## config.mk

```make
export PLATFORM = sky130hd
export DESIGN_NAME = mux8_bus_arbiter
export DESIGN_NICKNAME = d
export VERILOG_FILES = /design/src/rtl/arb_pkg.sv /design/src/rtl/mux8_bus_arbiter_mux.sv /design/src/rtl/mux8_bus_arbiter.sv
export SDC_FILE = /design/constraint.sdc
export NUM_CORES = 1
export LEC_CHECK = 0
export ABC_CLOCK_PERIOD_IN_PS = 5200
export CAP_MARGIN = 40
export CORE_MARGIN = 2
export CORE_UTILIZATION = 45
export CTS_BUF_LIST = sky130_fd_sc_hd__clkbuf_8
export DETAILED_ROUTE_END_ITERATION = 10
export PLACE_DENSITY_LB_ADDON = 0.05
export SLEW_MARGIN = 15
export SYNTH_ARGS = -nofsm -noshare
export SYNTH_HDL_FRONTEND = slang
export SYNTH_HIERARCHICAL = 1
export SYNTH_SLANG_ARGS = --single-unit
```

## constraint.sdc

```tcl
create_clock -name clk -period 5.2 [get_ports clk]
set_input_delay 0.52 -clock clk [delete_from_list [all_inputs] [get_ports clk]]
set_output_delay 0.52 -clock clk [all_outputs]
set_load 0.1 [all_outputs]
```

## src/rtl/arb_pkg.sv

```systemverilog
// Shared definitions for the two-requester bus arbiter: FSM state encoding,
// the default burst limit and a small grant-decode helper.
package arb_pkg;

  localparam logic [1:0] IDLE   = 2'b00;
  localparam logic [1:0] GRANT0 = 2'b01;
  localparam logic [1:0] GRANT1 = 2'b10;

  localparam int MAX_BURST_DEFAULT = 4;

  // One-hot grant vector for a given state; anything not a grant state is 2'b00
  function automatic logic [1:0] grantOf(input logic [1:0] state);
    logic [1:0] g;
    g = 2'b00;
    if (state == GRANT0) g = 2'b01;
    if (state == GRANT1) g = 2'b10;
    return g;
  endfunction

endpackage

```

## src/rtl/mux8_bus_arbiter_mux.sv

```systemverilog
// Existing 8-bit 2:1 data selector used to steer a requester's payload onto
// the shared bus. Select high picks input 1.
module Mux8Bit_2To1 (
  input  logic       i_sel,
  input  logic [7:0] i_data0,
  input  logic [7:0] i_data1,
  output logic [7:0] o_data
);

  // Pure combinational steering, no state
  assign o_data = i_sel ? i_data1 : i_data0;

endmodule

```

## src/rtl/mux8_bus_arbiter.sv

```systemverilog
// Two-requester bus arbiter with bounded bursts. A registered three-state FSM
// owns the bus; the granted requester's payload is steered through an 8-bit
// 2:1 mux. Ties are broken against whoever was served last, and a requester
// may hold the bus for at most MAX_BURST transfers while the other waits.
module mux8_bus_arbiter
  import arb_pkg::*;
#(
  parameter int MAX_BURST = MAX_BURST_DEFAULT
) (
  input  logic       clk,
  input  logic       rst_n,
  input  logic       req0,
  input  logic       req1,
  input  logic [7:0] data0,
  input  logic [7:0] data1,
  input  logic       out_ready,
  output logic [1:0] grant,
  output logic       ack0,
  output logic       ack1,
  output logic [7:0] out_data,
  output logic       out_valid
);

  localparam logic [3:0] LP_MAX_BURST = 4'(MAX_BURST);

  logic [1:0] r_state;
  logic [3:0] r_burstCnt;
  logic       r_lastServed;

  logic [1:0] w_nextState;
  logic [3:0] w_nextBurstCnt;
  logic       w_nextLastServed;

  logic       w_sel;
  logic [7:0] w_muxData;
  logic       w_transfer;
  logic       w_burstDone;

  // Payload steering: requester 1 is selected only while it holds the grant
  assign w_sel = (r_state == GRANT1);

  Mux8Bit_2To1 u_dataMux (
    .i_sel   (w_sel),
    .i_data0 (data0),
    .i_data1 (data1),
    .o_data  (w_muxData)
  );

  assign grant       = grantOf(r_state);
  assign out_valid   = ((r_state == GRANT0) && req0) || ((r_state == GRANT1) && req1);
  assign out_data    = out_valid ? w_muxData : 8'h00;
  assign w_transfer  = out_valid && out_ready;
  assign ack0        = w_transfer && (r_state == GRANT0);
  assign ack1        = w_transfer && (r_state == GRANT1);
  assign w_burstDone = ((r_burstCnt + 4'd1) == LP_MAX_BURST);

  // Next-state, burst count and tie-break history; stalls leave everything as is
  always_comb begin
    w_nextState      = r_state;
    w_nextBurstCnt   = r_burstCnt;
    w_nextLastServed = r_lastServed;
    case (r_state)
      IDLE: begin
        if (req0 && req1) begin
          w_nextState = r_lastServed ? GRANT0 : GRANT1;
        end else if (req0) begin
          w_nextState = GRANT0;
        end else if (req1) begin
          w_nextState = GRANT1;
        end
      end
      GRANT0: begin
        if (!req0) begin
          w_nextState = req1 ? GRANT1 : IDLE;
        end else if (w_transfer) begin
          w_nextLastServed = 1'b0;
          if (w_burstDone) begin
            w_nextBurstCnt = 4'd0;
            if (req1) w_nextState = GRANT1;
          end else begin
            w_nextBurstCnt = r_burstCnt + 4'd1;
          end
        end
      end
      GRANT1: begin
        if (!req1) begin
          w_nextState = req0 ? GRANT0 : IDLE;
        end else if (w_transfer) begin
          w_nextLastServed = 1'b1;
          if (w_burstDone) begin
            w_nextBurstCnt = 4'd0;
            if (req0) w_nextState = GRANT0;
          end else begin
            w_nextBurstCnt = r_burstCnt + 4'd1;
          end
        end
      end
      default: begin
        w_nextState = IDLE;
      end
    endcase
    if (w_nextState != r_state) begin
      w_nextBurstCnt = 4'd0;
    end
  end

  // State registers; reset parks in IDLE with requester 0 favoured on the first tie
  always_ff @(posedge clk or negedge rst_n) begin
    if (!rst_n) begin
      r_state      <= IDLE;
      r_burstCnt   <= 4'd0;
      r_lastServed <= 1'b1;
    end else begin
      r_state      <= w_nextState;
      r_burstCnt   <= w_nextBurstCnt;
      r_lastServed <= w_nextLastServed;
    end
  end

endmodule

```

* Word level (Yosys, flattened, before mapping)
Index checks and enable logic that the tools add are counted.
Word-level totals: bits in registers 7, latch bits 0, bits in writable memories 0, memory bits (read-only) 0, input bits 21, output and inout port bits 13, word-level logic and storage cells 55, memories kept 0
Operators by class: $add $sub $neg 1, multipliers 0, div/mod/pow operators 0, order comparisons 0, eq/ne operators 10, shift operators 0, muxes and demuxes 29, bitwise logic cells 0, reduce and logical (&&, ||, !) cells 12
Operators with widths (count):
- $mux W2 | 13
- $mux W4 | 5
- $mux W8 | 2
- $ne A2 B2 Y1 const B | 4
- $pmux W4 S2 | 1
- $logic_and A1 B1 Y1 | 6
- $mux W1 | 6
- $pmux W2 S3 | 1
- $reduce_and A5 Y1 | 1
- $add A4 B1 Y4 const B | 1
- $eq A4 B3 Y1 const B | 1
- $ne A3 B2 Y1 const B | 1
- $ne A3 B3 Y1 const B | 1
- $reduce_and A3 Y1 | 1
- $reduce_bool A3 Y1 | 1
- $eq A2 B1 Y1 const B | 1
- $eq A2 B2 Y1 const B | 1
- $logic_not A2 Y1 | 1
- $ne A2 B2 Y1 | 1
- $pmux W1 S2 | 1
- $reduce_bool A2 Y1 | 1
- $logic_or A1 B1 Y1 | 1

* Logic depth before layout (Yosys ltp)
depth after elaboration 10, mapped depth 9, depth with buffers taken out 8

* Cells and area by module
Netlist, hierarchy kept.
By module, submodules not included:
- mux8_bus_arbiter | instances 1, cells an instance 115, area each 889.6 um^2, sequential area each 176.4 um^2
- Mux8Bit_2To1 | instances 1, cells an instance 9, area each 131.4 um^2, sequential area each 0.0 um^2

* Worst setup path after synthesis
Ideal clock, no wire load.
path kind register to output, start point reg r_state[0], end point out out_data[0], arrival 2.547 ns, data required time 4.680 ns, setup slack 2.133 ns, stages on the path, launching flop included 6, path buffers 1, cell sequence dfrtp_1 > inv_1 > ha_1 > buf_6 > mux2_4 > nor2b_1
Between the ends: elaborated cells on any way between the ends 7, those cells by class eq/ne: 2; mux: 2; reduce/logical: 3
RTL lines:
- start: declaration | RTL line mux8_bus_arbiter.sv:26 | logic [1:0] r_state;
- start signal: assignment | RTL line mux8_bus_arbiter.sv:114 | r_state <= w_nextState;
- $eq A2 B2 Y1 | RTL line mux8_bus_arbiter.sv:40 | assign w_sel = (r_state == GRANT1);
- $mux W8 | RTL line mux8_bus_arbiter_mux.sv:11 | assign o_data = i_sel ? i_data1 : i_data0;
- named net w_muxData[0] | RTL line mux8_bus_arbiter.sv:35 | logic [7:0] w_muxData;
- $mux W8 | RTL line mux8_bus_arbiter.sv:51 | assign out_data = out_valid ? w_muxData : 8'h00;
- end: declaration | RTL line mux8_bus_arbiter.sv:20 | output logic [7:0] out_data,
The timed path passes the listed nets, and every way through them passes these cells.

* Final worst setup path
start point in req1, end point out ack1
Between the ends: longest elaborated chain between the ends 4
Ends and longest elaborated chain:
- start: declaration | RTL line mux8_bus_arbiter.sv:13 | input logic req1,
- $logic_and A1 B1 Y1 | RTL line mux8_bus_arbiter.sv:50 | assign out_valid = ((r_state == GRANT0) && req0) || ((r_state == GRANT1) && req1);
- $logic_or A1 B1 Y1 | RTL line mux8_bus_arbiter.sv:50
- $logic_and A1 B1 Y1 | RTL line mux8_bus_arbiter.sv:52 | assign w_transfer = out_valid && out_ready;
- $logic_and A1 B1 Y1 | RTL line mux8_bus_arbiter.sv:54 | assign ack1 = w_transfer && (r_state == GRANT1);
- end: declaration | RTL line mux8_bus_arbiter.sv:19 | output logic ack1,
No other way between the ends.

==> impl_metrics.sql <==
INSERT INTO impl_metrics (metric_group, metric, value, unit) VALUES
('detailed_routing', 'via_per_inst', '5.58', ''),
('timing', 'fmax', '300', 'MHz'),
('clocking', 'cts_setup_buffers', '0', ''),
('run_status', 'outcome', 'finished clean', ''),
('synthesis', 'synth_top_flop_cell', 'sky130_fd_sc_hd__dfrtp_1', ''),
('critical_path', 'criticalPathCategory', 'input port to output pin', ''),
('synthesis', 'synthesis.nets', '152', ''),
('clocking', 'holdBufCountCts', '0', ''),
('critical_path', 'critical_path.startpoint_type', 'input port', ''),
('floorplanning', 'die_area', '2670', 'µm²'),
('synthesis', 'yosys_warnings', '6', ''),
('synthesis', 'synth_area_leader_cell', 'sky130_fd_sc_hd__dfrtp_1', ''),
('synthesis', 'yosys.area.top_type_share', '0.147', ''),
('detailed_routing', 'detail_route.iter0.violations', '36', ''),
('timing', 'aggregate_negative_setup_slack', '0', 'ns'),
('synthesis', 'synth_sequential_area_ratio', '0.173', ''),
('critical_path', 'crit_path_max_incr_delay', '0.79', 'ns'),
('timing', 'finalClockSkew', '0.00107', 'ns'),
('final_layout', 'post_route_cells_drive_above_1_share', '0.195', ''),
('final_layout', 'finish.net_count', '198', ''),
('timing', 'slew_at_the_pin_closest_to_its_max_slew_limit', '0.526', 'ns'),
('power_and_ir_drop', 'power.static_leakage', '0.000671', 'µW'),
('critical_path', 'worstReg2RegStart', 'r_state[1]', ''),
('placed_design', 'place.gp.congestion', '0.880', ''),
('critical_path', 'cp_common_cell', 'sky130_fd_sc_hd__clkdlybuf4s50_1', ''),
('critical_path', 'critPathArrivalTime', '2.82', 'ns'),
('clocking', 'cts.repair.resized', '0', ''),
('final_layout', 'seq_area', '176', 'µm²'),
('detailed_routing', 'residual_drc_count', '0', ''),
('power_and_ir_drop', 'power.density', '508', 'nW/µm²'),
('synthesis', 'proportion_of_synthesized_flip_flops_having_asynchronous_set_or_reset', '1.00', ''),
('detailed_routing', 'detailroute.via_count', '1099', ''),
('placed_design', 'io_buffers', '33', ''),
('clocking', 'tritoncts_clock_tree', 'yes', ''),
('power_and_ir_drop', 'vdd.ir_drop.worst', '0.401', 'mV'),
('timing', 'max_slew_violation_total_from_the_final_report', '0', ''),
('critical_path', 'worstReg2RegEnd', 'r_burstCnt[3]', ''),
('min_path', 'timing.hold.worst.class', 'input port to asynchronous set/reset pin', ''),
('clocking', 'path_clk_slew', '0.04', 'ns'),
('critical_path', 'timing.critical_path.buf_inv', '3', ''),
('synthesis', 'synth_area', '1020', 'µm²'),
('detailed_routing', 'detail_route.first_pass.iterations', '4', ''),
('final_layout', 'num-fill-cells', '168', ''),
('floorplanning', 'rows', '17', ''),
('critical_path', 'worstSetupStartpoint', 'req1', ''),
('timing', 'total_count_of_hold_check_failures_in_the_final_report', '0', ''),
('global_route', 'grt-ovfl-total', '0', ''),
('detailed_routing', 'wire_per_inst', '15.2', 'µm'),
('critical_path', 'cp_slowest_cell', 'sky130_fd_sc_hd__clkdlybuf4s50_1', ''),
('floorplanning', 'io_pins', '34', ''),
('synthesis', 'ys_types', '40', ''),
('critical_path', 'family_of_cells_with_the_greatest_summed_delay_on_the_critical_path', 'buffers and inverters', ''),
('final_layout', 'final-instance-count-excl-fill', '197', ''),
('critical_path', 'critPathCaptureType', 'output pin', ''),
('final_layout', 'area_delta_synth_final', '56.7', '%'),
('job', 'drv_cap', '0', ''),
('critical_path', 'critical_path_depth', '6', ''),
('placed_design', 'detailed_place_hpwl', '2420', 'µm'),
('detailed_routing', 'drtAntennaViolNets', '0', ''),
('global_route', 'grt_pass1_vias', '1076', ''),
('timing', 'unrepaired_setup_endpoints_after_global_routing', 'no', ''),
('final_layout', 'multi_input_area', '777', 'µm²'),
('final_layout', 'antenna-diode-count', '0', ''),
('final_layout', 'finalInstanceArea', '1600', 'µm²'),
('critical_path', 'reg2reg_slack', '2.40', 'ns'),
('critical_path', 'ff2ff_path_depth', '8', ''),
('synthesis', 'synth.avg_cell_area', '8.23', 'µm²'),
('synthesis', 'synth_edf_count', '0', ''),
('floorplanning', 'die_h', '51.6', 'µm'),
('global_route', 'grt_first_pass_wirelength', '4880', 'µm'),
('global_route', 'grtUsageMet3', '0.0402', '');
placed cells by master (no fill, tap or decap), drive strengths merged, types with 5 or more instances in the layout:
cell type / count
mux2: 10
o21ai: 5
a21oi: 14
clkdlybuf4s50: 33
inv: 10
nor2b: 12
nor2: 9
nand2: 8
buf: 14
ha: 7
dfrtp: 6
stage by stage:
stage	power [µW]	util	hold slack (ns)	setup WS (ns)
2_1_floorplan	537	-	0.224	2.13
3_3_place_gp	641	0.627	0.563	1.50
3_5_place_dp	738	0.717	0.561	1.90
4_1_cts	813	0.738	0.565	1.89
5_1_grt	857	0.738	0.582	1.75
6_report	813	0.738	0.557	1.86
kinds of logic (layout without fill, tap and decap cells):
kind of cell,after synthesis,count (layout),share of synthesized area
muxes,11,11,0.153
AOI/OAI and AO/OA,40,40,0.289
and+or+nand+nor,43,43,0.224
buffers and inverters,15,60,0.0662
DFF,7,7,0.173
xor gates and xnor gates,1,1,0.00858
adders and majority gates,7,7,0.0858
final cells by class:
class	count	share of cell area
Multi-Input combinational cell	102	0.486
Timing Repair Buffer	47	0.333
Sequential cell	7	0.110
Clock buffer	3	0.0258
Tap cell	28	0.0219
Inverter	9	0.0211
Clock inverter	1	0.00235
layer usage:
layer  routed length [µm]  vias up
met5                    0        -
met4                   26        0
met3                  184        2
met2                 1570       41
met1                 1220      515
li1                     -      541
where the power goes:
group / internal [µW] / switching [µW] / leakage [µW]
clock: 50.8 / 21.3 / 0.0000269
combinational: 254 / 388 / 0.000553
sequential: 68.4 / 30.5 / 0.0000915
total: 373 / 440 / 0.000671
state kept, by name, indices dropped and copies added (netlist names):
register / count
r_burstCnt: 4
r_lastServed: 1
r_state: 2
worst reg2reg max path, stage by stage (launching register included):
cell and delay [ns]:
sky130_fd_sc_hd__dfrtp_1 0.53, sky130_fd_sc_hd__inv_1 0.16, sky130_fd_sc_hd__ha_1 0.31, sky130_fd_sc_hd__a22oi_2 0.41
sky130_fd_sc_hd__nor2b_1 0.19, sky130_fd_sc_hd__nand3_1 0.19, sky130_fd_sc_hd__mux2_2 0.36, sky130_fd_sc_hd__a41oi_1 0.36
sky130_fd_sc_hd__a21oi_1 0.14
how the worst max path moves through the flow:
stage	slack, ns	end
after floorplan	2.13	out_data[0]
after global placement	1.50	ack0
after detailed placement	1.90	ack1
after CTS	1.89	ack1
after global routing	1.75	ack0
final	1.86	ack1
Power figures use the tool's default switching activity.
